$ cat src/rtl/rv_intc_pkg.sv
// Shared constants for the rv_io interrupt controller: register indices and field widths.
package rv_intc_pkg;
   localparam int PRIO_W = 3;
   localparam int ID_W   = 5;

   localparam logic [8:0] INTC_PENDING   = 9'd0;
   localparam logic [8:0] INTC_ENABLE    = 9'd1;
   localparam logic [8:0] INTC_THRESH    = 9'd2;
   localparam logic [8:0] INTC_CLAIM     = 9'd3;
   localparam logic [8:0] INTC_PRIO_BASE = 9'd4;
endpackage

$ cat src/rtl/rv_intc_gateway.sv
// Per-source gateway: latches a level request once, then blocks it until the
// claim/complete handshake for that source has finished.
module rv_intc_gateway (
   input  logic clk,
   input  logic reset,
   input  logic src,
   input  logic claim,
   input  logic complete,
   output logic pending,
   output logic in_flight
);

   always_ff @(posedge clk or posedge reset) begin
      if (reset) begin
         pending   <= 1'b0;
         in_flight <= 1'b0;
      end else if (claim) begin
         // Claim wins over a simultaneous capture of the same source
         pending   <= 1'b0;
         in_flight <= 1'b1;
      end else begin
         if (src && !pending && !in_flight)
            pending <= 1'b1;
         if (complete)
            in_flight <= 1'b0;
      end
   end

endmodule

$ cat src/rtl/rv_io_intc.sv
// Memory-mapped interrupt controller: config registers, winner selection,
// claim/complete decode, bus read path and the registered request to the core.
module rv_io_intc
   import rv_intc_pkg::*;
#(
   parameter int RV   = 64,
   parameter int NSRC = 8
) (
   input  logic            clk,
   input  logic            reset,
   input  logic            addr_req,
   output logic            addr_ack,
   input  logic            sel,
   input  logic [11:0]     addr,
   input  logic            read,
   input  logic [7:0]      mask,
   input  logic [RV-1:0]   wdata,
   output logic            data_req,
   input  logic            data_ack,
   output logic [RV-1:0]   rdata,
   input  logic [NSRC-1:0] irq_src,
   output logic            irq_out
);

   logic [8:0]                   idx;
   logic                         rd_acc;
   logic                         wr_acc;
   logic                         claim_rd;
   logic                         complete_wr;
   logic [NSRC-1:0]              enable;
   logic [PRIO_W-1:0]            threshold;
   logic [NSRC-1:0][PRIO_W-1:0]  prio;
   logic [NSRC-1:0]              pending;
   logic [NSRC-1:0]              in_flight;
   logic [NSRC-1:0]              eligible;
   logic [NSRC-1:0]              claim_vec;
   logic [NSRC-1:0]              complete_vec;
   logic [ID_W-1:0]              win_id;
   logic [PRIO_W-1:0]            win_prio;
   logic [31:0]                  rd_mux;
   logic [31:0]                  r_data;
   logic                         unused;

   assign idx         = addr[11:3];
   assign addr_ack    = addr_req & sel;
   assign rd_acc      = addr_req & sel & read;
   assign wr_acc      = addr_req & sel & ~read;
   assign claim_rd    = rd_acc & (idx == INTC_CLAIM);
   assign complete_wr = wr_acc & (idx == INTC_CLAIM) & mask[0];
   assign rdata       = {{(RV-32){1'b0}}, r_data};
   assign unused      = ^{mask, wdata, addr[2:0]};

   generate
      for (genvar gi = 0; gi < NSRC; gi++) begin : g_src
         assign eligible[gi]     = pending[gi] & enable[gi] & (prio[gi] > threshold);
         assign claim_vec[gi]    = claim_rd & (win_id == ID_W'(gi + 1));
         assign complete_vec[gi] = complete_wr & (wdata[ID_W-1:0] == ID_W'(gi + 1));

         rv_intc_gateway u_gateway (
            .clk       (clk),
            .reset     (reset),
            .src       (irq_src[gi]),
            .claim     (claim_vec[gi]),
            .complete  (complete_vec[gi]),
            .pending   (pending[gi]),
            .in_flight (in_flight[gi])
         );
      end
   endgenerate

   // Strict greater-than while scanning upward keeps the lowest ID on ties
   always_comb begin
      win_id   = '0;
      win_prio = '0;
      for (int s = 0; s < NSRC; s++) begin
         if (eligible[s] && prio[s] > win_prio) begin
            win_prio = prio[s];
            win_id   = ID_W'(s + 1);
         end
      end
   end

   always_comb begin
      rd_mux = '0;
      case (idx)
         INTC_PENDING: rd_mux = 32'(pending);
         INTC_ENABLE:  rd_mux = 32'(enable);
         INTC_THRESH:  rd_mux = 32'(threshold);
         INTC_CLAIM:   rd_mux = 32'(win_id);
         default: begin
            for (int s = 0; s < NSRC; s++)
               if (idx == INTC_PRIO_BASE + 9'(s))
                  rd_mux = 32'(prio[s]);
         end
      endcase
   end

   always_ff @(posedge clk or posedge reset) begin
      if (reset) begin
         enable    <= '0;
         threshold <= '0;
         prio      <= '0;
      end else if (wr_acc) begin
         if (idx == INTC_ENABLE)
            for (int b = 0; b < NSRC; b++)
               if (mask[b/8])
                  enable[b] <= wdata[b];
         if (idx == INTC_THRESH && mask[0])
            threshold <= wdata[PRIO_W-1:0];
         for (int s = 0; s < NSRC; s++)
            if (idx == INTC_PRIO_BASE + 9'(s) && mask[0])
               prio[s] <= wdata[PRIO_W-1:0];
      end
   end

   always_ff @(posedge clk or posedge reset) begin
      if (reset) begin
         r_data   <= '0;
         data_req <= 1'b0;
         irq_out  <= 1'b0;
      end else begin
         irq_out <= |eligible;
         if (rd_acc) begin
            r_data   <= rd_mux;
            data_req <= 1'b1;
         end else if (data_ack) begin
            data_req <= 1'b0;
         end
      end
   end

endmodule

$ cat config.mk
export PLATFORM = sky130hd
export DESIGN_NAME = rv_io_intc
export DESIGN_NICKNAME = d
export VERILOG_FILES = /design/src/rtl/rv_intc_pkg.sv /design/src/rtl/rv_intc_gateway.sv /design/src/rtl/rv_io_intc.sv
export SDC_FILE = /design/constraint.sdc
export NUM_CORES = 1
export LEC_CHECK = 0
export ABC_AREA = 1
export CAP_MARGIN = 20
export CORE_ASPECT_RATIO = 1.2
export CORE_MARGIN = 2
export CORE_UTILIZATION = 42
export DETAILED_ROUTE_END_ITERATION = 10
export MAX_ROUTING_LAYER = met4
export PLACE_DENSITY_LB_ADDON = 0.05
export SETUP_SLACK_MARGIN = 0.02
export SLEW_MARGIN = 20
export SYNTH_ARGS = -nofsm -noshare
export SYNTH_HDL_FRONTEND = slang
export SYNTH_SLANG_ARGS = --single-unit
$ cat constraint.sdc
create_clock -name clk -period 8.47 [get_ports clk]
set_input_delay 0.847 -clock clk [delete_from_list [all_inputs] [get_ports clk]]
set_output_delay 0.847 -clock clk [all_outputs]
set_load 0.005 [all_outputs]
==> impl_results.md, run 1 <==
- First-pass GRT wire length: approximately 22000 um
- R2R Setup Slk: 0.20 ns
- CP arrival: roughly 8.5 ns
- Critical path class: flip-flop to flip-flop
- Root Driver: clkbuf_16
- Status: complete, no violations
- RSZ-0062 raised after global routing: true
- Number of flops mapped to enable cells by yosys: 0
- CTS tree: yes
- Hold depth: 2
- WHS Endpoint: prio[9]$_DFFE_PP0P_
- Slew Limit Fails: 0
- Tot GR Track Use: around a quarter
- Area delta synth->final: 32.9%
- Initial antenna violation count: 0
- Tmin final: between 8 and 9 ns
- Final core occ: about 57%
- Top achievable clock speed: 121 MHz
- Reg2reg end: g_src[0].u_gateway.pending$_DFFE_PP0P_
- Dpl hpwl: 10400 um
- Most frequent cell after synthesis: nand2_1
- Routability cong.: ~0.89
- Largest area contributor in the netlist: dfrtp_1
- Pre-CTS WS: -0.759 ns
- IO buf count: 42
- CP Capture Type: flip-flop
- Final net count: approximately 900
- Clk_skew: 0.00634 ns
- Drt via density: between 5 and 6
- Ports: 165
- Slew HR: approximately a third
- Final instance area: between 6000 and 7000 um2
- Hold buffers post-CTS: 0
- Initial core utilization: between 40% and 50%
- Antenna viol nets, final: 0
- Worst hold path type: flip-flop to flip-flop
- Most frequent CP cell: nand2_2
- Pin count of the biggest net entering global routing: 62
- Die area: 12200 um2
- Prevailing post-synth register cell: dfrtp_1
- Syn. warnings: 0
- Power per cell area: about 120 nW/um2
- Share of the synthesized area in the top cell type: about a third
- Die H: ~120 um
- Final worst slack: roughly 0.2 ns
- Final critical-path share of the clock period: between 90% and 100%
- Clk sinks: a little over 60
- Drt total wl: between 10000 and 15000 um
- Synth unique cells: 42
- CP peak stage delay: around 0.4 ns
- VDD IR-drop max: roughly 91 uV
- Remaining DRCs: 0
- Placed Instance Area: ~5400 um2
- Clock H-tree levels: 3
- Area contributors post-synth: dfrtp_1, ha_1, nand2_1, buf_4, inv_1
- Vias: around 4500
- Syn Inst Count: 640
- Core area: around 11000 um2
- WL/cell: 15.7 um
- Maximum fanout along the worst path: 6
- Max Buffers Root-to-Sink: 2
- Mean area per synthesized cell: approximately 7.5 um2
- Max_cap viols: 0
- CP required: about 8.7 ns
- Vias in the first global route: around 4400
- Cts bufs inserted: 9
- Async S/R FF share, synth: 100%
- R2r worst-path depth: just under 60
- Top post-synthesis cells by count: nand2_1, inv_1, dfrtp_1
- Skew-Pair Late Insertion Delay: approximately 0.33 ns
- Least-Margin Pin Slew: around 1.0 ns
- Cell Rows: 42
- Synthesized flop and latch total: 61
- Startpoint Class: flip-flop
- Final Setup Violations: 0
- Inserted Diodes: 0
- Clk slew on worst S/H paths: approximately 0.06 ns
- Worst reg2reg path startpoint: prio[2]$_DFFE_PP0P_
- Synthesized area: 4770 um2
- Die Wd: between 100 and 150 um
- Grt total ovfl: 0
- Sequential area share after synthesis: 32.0%
- Share of layout cells above drive strength 1: 24.3%
- Hold Violations, Final: 0
- Slowest CP cell: dfrtp_1
- Leak: 3.11 nW
- DRC marker count from the first detailed-route iteration: between 150 and 200
- First drt pass iteration count: 5
- Hold Crit Start: prio[9]$_DFFE_PP0P_
## what timing repair did
| item | in CTS | in global routing |
|---|---|---|
| setup endpoints to repair | 20 | 20 |
| pin swaps | 7 | 62 |
| gates resized for setup | 27 | 72 |
| gates cloned | 0 | 0 |
| setup buffers | 5 | 19 |
## cell usage in the layout, fill, tap and decap left out, types with 27 or more instances in the layout
cell type | Yosys | final
nand3_1 | 36 | 28
nand2_1 | 127 | 114
dfrtp_1 | 61 | 61
conb_1 | 1 | 56
a21oi_1 | 32 | 27
o21ai_0 | 50 | 40
nor2_1 | 51 | 41
buf_4 | 56 | 56
inv_1 | 77 | 68
clkdlybuf4s50_1 | 0 | 42
ha_1 | 40 | 34
## layer usage
metal	track usage, %	share of wire [%]	vias to the layer above
met3	3.12	3.5	17
met2	40.3	53	129
met4	10.2	2.2	0
met1	28.4	42	2149
met5	-	0	-
li1	-	-	2240
## logic make-up (layout without fill, tap and decap cells)
group	Yosys count	in the layout	synth area share, %
multiplexers	5	5	1.15
flip-flops	61	61	32.0
other	1	56	0.0786
buffers and inverters	144	202	15.7
AND/OR/NAND/NOR	269	269	26.2
adder cells (fa/ha/maj)	40	40	10.5
AO/OA/AOI/OAI	120	120	14.4
## registers in the layout, summed over array words and instances (netlist names)
name                       count
enable                         8
g_src.u_gateway.in_flight      8
data_req                       1
g_src.u_gateway.pending        8
prio                          24
irq_out                        1
r_data                         8
threshold                      3
## where the power goes
part	internal [W]	leakage, nW	switching (W)
Sequential	0.000293	0.809	0.00000129
Combinational	0.0000203	2.13	0.0000302
Clock	0.000312	0.176	0.000132
## area by class of cell
type / instances / area (um2)
Fill cell: 1046 / 4690
Multi-Input combinational cell: 490 / 3070
Sequential cell: 61 / 1530
Timing Repair Buffer: 103 / 906
Inverter: 83 / 317
Clock buffer: 13 / 270
Tap cell: 132 / 165
Clock inverter: 3 / 90.1
## how the worst max path moves through the flow
stage,start,end,cells past startpoint
4_1_cts,threshold[2]$_DFFE_PP0P_,g_src[0].u_gateway.pending$_DFFE_PP0P_,62
3_3_place_gp,threshold[2]$_DFFE_PP0P_,g_src[4].u_gateway.pending$_DFFE_PP0P_,57
5_1_grt,prio[2]$_DFFE_PP0P_,g_src[0].u_gateway.pending$_DFFE_PP0P_,60
2_1_floorplan,threshold[2]$_DFFE_PP0P_,g_src[0].u_gateway.pending$_DFFE_PP0P_,61
3_5_place_dp,threshold[2]$_DFFE_PP0P_,g_src[0].u_gateway.pending$_DFFE_PP0P_,59
6_report,prio[2]$_DFFE_PP0P_,g_src[0].u_gateway.pending$_DFFE_PP0P_,58
## stage by stage
step / total power, W / TNS [ns] / instances / hold slack (ns)
after floorplan: 0.000341 / 0 / 695 / 0.444
after global placement: 0.000347 / -8.48 / 846 / 0.460
after detailed placement: 0.000348 / -13.38 / 846 / 0.467
after CTS: 0.000792 / 0 / 867 / 0.486
after global routing: 0.000818 / -5.41 / 885 / 0.500
final: 0.000789 / 0 / 885 / 0.478
## critical path: cells and delay by family (launching register included)
kind                       cells  cell delay, ns
and+or+nand+nor               35            3.61
adders and majority gates      8            2.44
DFF                            1            0.41
AOI/OAI and AO/OA             11            1.22
buffers and inverters          4            0.44
No activity file was read; power rests on OpenSTA's default activity.
==> run 2, diff against run 1 <==
--- a/config.mk
+++ b/config.mk
@@ -14,7 +14,7 @@
 export MAX_ROUTING_LAYER = met4
 export PLACE_DENSITY_LB_ADDON = 0.05
 export SETUP_SLACK_MARGIN = 0.02
-export SLEW_MARGIN = 20
+export SLEW_MARGIN = 40
 export SYNTH_ARGS = -nofsm -noshare
 export SYNTH_HDL_FRONTEND = slang
 export SYNTH_SLANG_ARGS = --single-unit
==> run 2 against run 1 <==
Clock skew decreased by 0.0013 ns. Combinational power about the same. Non-clock buffer count shrank 7. Wire length fell by 1.9%. Cell count down 0.90%. Highest routed layer unchanged.
==> impl_results.md, run 2 (same netlist as run 1, synthesis figures left out) <==
- Leak: about 3.0 nW
- Max FFs per register: 24
- Initial core utilization: a little over two fifths
- Clock power share: 50.4%
- CP peak stage delay: roughly 0.41 ns
- Die H: about 120 um
- Commonest non-fill, non-tap cell in the layout: nand2_1
- VDD IR-drop max: 93.3 uV
- Drt via density: around 5.1
- Final instance area: between 6000 and 7000 um2
- Final worst slack: approximately 0.15 ns
- Die Wd: between 100 and 150 um
- RSZ-0062 raised after global routing: true
- Critical path class: flip-flop to flip-flop
- First drt pass iteration count: 8
- Least-Margin Pin Slew: roughly 0.77 ns
- Core area: 11000 um2
- Ports: 165
- Pwr Total: approximately 0.0007 W
- Clk slew on worst S/H paths: approximately 0.05 ns
- Drt total wl: between 10000 and 15000 um
- Grt total ovfl: 0
- DRC marker count from the first detailed-route iteration: 200
- Area delta synth->final: 29.9%
- Final Setup Violations: 0
- Comb pwr share: between 7 and 8%
- Cts bufs inserted: 9
- Placed Instance Area: roughly 5400 um2
- First-pass GRT wire length: 21300 um
- Vias in the first global route: about 4200
- Sw frac: about a quarter
- Maximum fanout along the worst path: 7
- Max Buffers Root-to-Sink: 2
- Top achievable clock speed: 120 MHz
- Power per cell area: 112 nW/um2
- Dpl hpwl: 10400 um
- Die area: 12200 um2
- Part of the power in registers: approximately 42%
- Remaining DRCs: 0
- WL/cell: between 15 and 20 um
- Hold Violations, Final: 0
- Commonest cells after routing, fill and taps aside: nand2_1, inv_1, dfrtp_1
- Clk_skew: ~0.005 ns
- Clk sinks: just over 60
- Vias: between 4000 and 5000
- Setup_tns: 0 ns
- Startpoint Class: flip-flop
- Pre-CTS WS: -0.763 ns
- Slew Limit Fails: 0
- Initial antenna violation count: 0
- Routability cong.: 0.887
- Cell Rows: 42
- Share of layout cells above drive strength 1: 22.8%
- R2R Setup Slk: around 0.15 ns
- Inserted Diodes: 0
- Status: complete, no violations
- NetSw: approximately 0.00016 W
- Clock H-tree levels: 3
- CP arrival: between 8 and 9 ns
- Final net count: 879
- Slew HR: between 40% and 50%
- Worst hold slack: ~0.48 ns
- Tmin final: 8.32 ns
- Antenna viol nets, final: 0
- Most flops, register: prio
- CP Capture Type: flip-flop
- Pin count of the biggest net entering global routing: slightly above 60
- Max_cap viols: 0
- Final critical-path share of the clock period: 98.3%
- Root Driver: clkbuf_16
- IO buf count: 42
- CP required: between 8 and 9 ns
- CTS tree: yes
- Internal Power: between 0.0005 and 0.0006 W
- Worst hold path type: flip-flop to flip-flop
- Skew-Pair Late Insertion Delay: 0.33 ns
- Slowest CP cell: dfrtp_1
- Tot GR Track Use: 23.3%
## run 2: timing repair
action | CTS | global route
buffers inserted | 5 | 13
pin swaps | 8 | 57
endpoints found under the setup margin | 20 | 20
hold buffers | 0 | 0
gates cloned | 0 | 0
resized for setup | 22 | 69
## run 2: power by group through the flow
stage	clock [W]	sequential, W	combinational, W
6_report	0.000350	0.000294	0.0000508
5_1_grt	0.000373	0.000294	0.0000577
4_1_cts	0.000357	0.000294	0.0000494
3_5_place_dp	0	0.000299	0.0000489
3_3_place_gp	0	0.000299	0.0000477
2_1_floorplan	0	0.000299	0.0000418
## run 2: layer usage
metal | up-vias | GRT usage (%) | part of all wire [%] | wire length, um
met2 | 141 | 39.5 | 52 | 7040
met4 | 0 | 8.36 | 2.6 | 350
met3 | 22 | 2.72 | 3.8 | 521
li1 | 2216 | - | - | -
met5 | - | - | 0 | 0
met1 | 2089 | 28.7 | 42 | 5710
## run 2: final timing paths
| path | startpoint | end | depth (start not counted) |
|---|---|---|---|
| max | prio[2]$_DFFE_PP0P_ | g_src[4].u_gateway.pending$_DFFE_PP0P_ | 58 |
| min | prio[3]$_DFFE_PP0P_ | prio[3]$_DFFE_PP0P_ | 2 |
| max reg2reg | prio[2]$_DFFE_PP0P_ | g_src[4].u_gateway.pending$_DFFE_PP0P_ | 58 |
| min reg2reg | prio[3]$_DFFE_PP0P_ | prio[3]$_DFFE_PP0P_ | 2 |
| max in group asynchronous | reset | prio[12]$_DFFE_PP0P_ | 3 |
| min in group asynchronous | reset | g_src[4].u_gateway.pending$_DFFE_PP0P_ | 3 |
## run 2: area by class of cell
cell class	count	area, um2
repair buffers	96	848
inverters	83	317
fillers	1050	4830
multi-input cells	490	3060
clock buffers	12	267
well taps	132	165
clock inverters	3	20.0
flip-flops and latches	61	1530
## run 2: per-stage QoR
stage / util [%] / instances
final: 56.2 / 877
after detailed placement: 49.1 / 846
after global routing: 56.2 / 877
after floorplan: - / 695
after CTS: 52.7 / 866
after global placement: 49.0 / 846
## run 2: worst max-delay path, delay by kind of cell (launching register included)
kind | cells | cell delay, ns
buffers and inverters | 4 | 0.40
AO/OA/AOI/OAI | 11 | 1.08
AND/OR/NAND/NOR | 35 | 3.87
flip-flops | 1 | 0.41
adder cells (fa/ha/maj) | 8 | 2.44
==> run 3, diff against run 2 <==
--- a/config.mk
+++ b/config.mk
@@ -6,14 +6,13 @@
 export NUM_CORES = 1
 export LEC_CHECK = 0
 export ABC_AREA = 1
+export ABC_CLOCK_PERIOD_IN_PS = 8470
 export CAP_MARGIN = 20
 export CORE_ASPECT_RATIO = 1.2
-export CORE_MARGIN = 2
 export CORE_UTILIZATION = 42
 export DETAILED_ROUTE_END_ITERATION = 10
 export MAX_ROUTING_LAYER = met4
 export PLACE_DENSITY_LB_ADDON = 0.05
-export SETUP_SLACK_MARGIN = 0.02
 export SLEW_MARGIN = 40
 export SYNTH_ARGS = -nofsm -noshare
 export SYNTH_HDL_FRONTEND = slang
==> run 3 against run 2 <==
Final area grew 0.16%. Worst setup slack gained 0.073 ns. Total power is 2.8% higher. First-iteration DRC count shrank 6.5%. Clock power grew 6.0%. Wire length down 3.2%. Register-to-register slack better by 0.07 ns. Core utilization increased by 0.091 points. Combinational power decreased by 0.8%. Cell count up 0.23%. Sequential cell count did not move.
==> impl_results.md, run 3 (same netlist as run 1, synthesis figures left out) <==
- VDD IR-drop max: around 86 uV
- Slowest CP cell: dfrtp_1
- Inst Count DP: between 800 and 900
- Final Non-Filler Cells: about 900
- Maximum fanout along the worst path: 7
- R2R Setup Slk: 0.22 ns
- Worst hold path type: flip-flop to flip-flop
- Part of the power in registers: about two fifths
- Slew Limit Fails: 0
- Hold Violations, Final: 0
- Vias in the first global route: about 4200
- Max Buffers Root-to-Sink: 2
- Sw frac: 22.5%
- Share of layout cells above drive strength 1: between 20% and 30%
- Vias: roughly 4400
- First drt pass iteration count: 4
- Die Wd: 99.3 um
- Root Driver: clkbuf_16
- Inserted Diodes: 0
- Drt via density: around 5.0
- Skew-Pair Late Insertion Delay: roughly 0.33 ns
- Area delta synth->final: 30.1%
- Final Setup Violations: 0
- Comb pwr share: under 10%
- IO buf count: 42
- CP required: 8.69 ns
- Ports: ~170
- R2r worst-path depth: between 50 and 60
- Grt total ovfl: 0
- NetSw: approximately 0.00016 W
- Clock power share: around 52%
- Slew HR: 44.6%
- Die H: between 100 and 150 um
- Clk slew on worst S/H paths: 0.05 ns
- Most flops, register: prio
- Tmin final: ~8.3 ns
- DRC marker count from the first detailed-route iteration: between 150 and 200
- Routability cong.: slightly above 0.9
- Cts bufs inserted: 9
- Pin count of the biggest net entering global routing: 62
- Worst hold slack: 0.480 ns
- Power per cell area: ~120 nW/um2
- WL/cell: between 15 and 20 um
- First-pass GRT wire length: 21200 um
- Max FFs per register: 24
- Status: complete, no violations
- Commonest non-fill, non-tap cell in the layout: nand2_1
- Clock H-tree levels: 3
- Final net count: between 800 and 900
- Least-Margin Pin Slew: a little over 0.8 ns
- Cell Rows: 42
- Hold depth: 2
- Drt total wl: 13200 um
- Dpl hpwl: 10100 um
- Die area: 11800 um2
- Clk_skew: a little under 0.006 ns
- Hold buffers post-CTS: 0
- RSZ-0062 raised after global routing: true
- Internal Power: around 0.00055 W
- Core area: between 10000 and 15000 um2
- Max_cap viols: 0
- Final core occ: approximately 56%
- CP Capture Type: flip-flop
- Placed Instance Area: about 5400 um2
- CP arrival: about 8.5 ns
- Critical path class: flip-flop to flip-flop
- Remaining DRCs: 0
- Initial antenna violation count: 0
- Initial core utilization: about 43%
- CP peak stage delay: 0.42 ns
- Clk sinks: between 60 and 70
- Commonest cells after routing, fill and taps aside: nand2_1, inv_1, dfrtp_1
- Antenna viol nets, final: 0
- Top achievable clock speed: 121 MHz
- Tot GR Track Use: between 20% and 30%
- Final instance area: roughly 6200 um2
- Final critical-path share of the clock period: 97.4%
- Startpoint Class: flip-flop
- Leak: 3.07 nW
- Most frequent CP cell: nand2_2
- CTS tree: yes
==> run 3: power by group through the flow <==
stage | clock network, W | registers [W] | logic (W)
floorplan | 0 | 0.000299 | 0.0000418
CTS | 0.000377 | 0.000294 | 0.0000491
global placement | 0 | 0.000299 | 0.0000479
detailed placement | 0 | 0.000299 | 0.0000486
finish | 0.000371 | 0.000294 | 0.0000504
global route | 0.000391 | 0.000294 | 0.0000574
==> run 3: final cells by class <==
class | count | area, um2
timing repair buffer | 98 | 863
tap | 132 | 165
inverter | 83 | 312
multi-input combinational | 490 | 3040
clock inverter | 4 | 47.5
sequential | 61 | 1530
fill | 1041 | 4820
clock buffer | 11 | 253
==> run 3: per-layer routing <==
layer  global-route usage [%]  part of all wire [%]  up-vias  wire length, um
met5                        -                     0        -                0
met4                     9.56                   3.2        0              427
met3                     4.20                   4.2       33              557
met2                     41.1                    51      128             6720
met1                     28.3                    42     2050             5480
li1                         -                     -     2227                -
==> run 3: what timing repair did <==
item / in CTS / in global routing
buffers inserted: 3 / 15
gates cloned: 0 / 0
pin swaps: 8 / 57
gates resized for setup: 18 / 69
setup endpoints to repair: 20 / 20
==> run 3: worst max-delay path, delay by kind of cell, from the launching register on <==
kind | cells | cell delay (ns)
buffers and inverters | 5 | 0.55
AO/OA/AOI/OAI | 11 | 1.32
adder cells (fa/ha/maj) | 8 | 2.45
AND/OR/NAND/NOR | 35 | 3.38
flip-flops | 1 | 0.42
==> run 3: through the flow <==
stage          power [W]  setup slack [ns]  TNS, ns
2_1_floorplan   0.000341             0.221        0
3_3_place_gp    0.000347            -0.509    -8.59
3_5_place_dp    0.000348            -0.732   -12.76
4_1_cts         0.000720           0.00425        0
5_1_grt         0.000743            -0.312    -4.23
6_report        0.000715             0.219        0
==> run 3: final timing paths <==
kind | to | start
min | prio[15]$_DFFE_PP0P_ | prio[15]$_DFFE_PP0P_
min in group asynchronous | g_src[4].u_gateway.in_flight$_DFFE_PP0P_ | reset
min reg2reg | prio[15]$_DFFE_PP0P_ | prio[15]$_DFFE_PP0P_
max | g_src[0].u_gateway.pending$_DFFE_PP0P_ | prio[1]$_DFFE_PP0P_
max in group asynchronous | prio[15]$_DFFE_PP0P_ | reset
max reg2reg | g_src[0].u_gateway.pending$_DFFE_PP0P_ | prio[1]$_DFFE_PP0P_
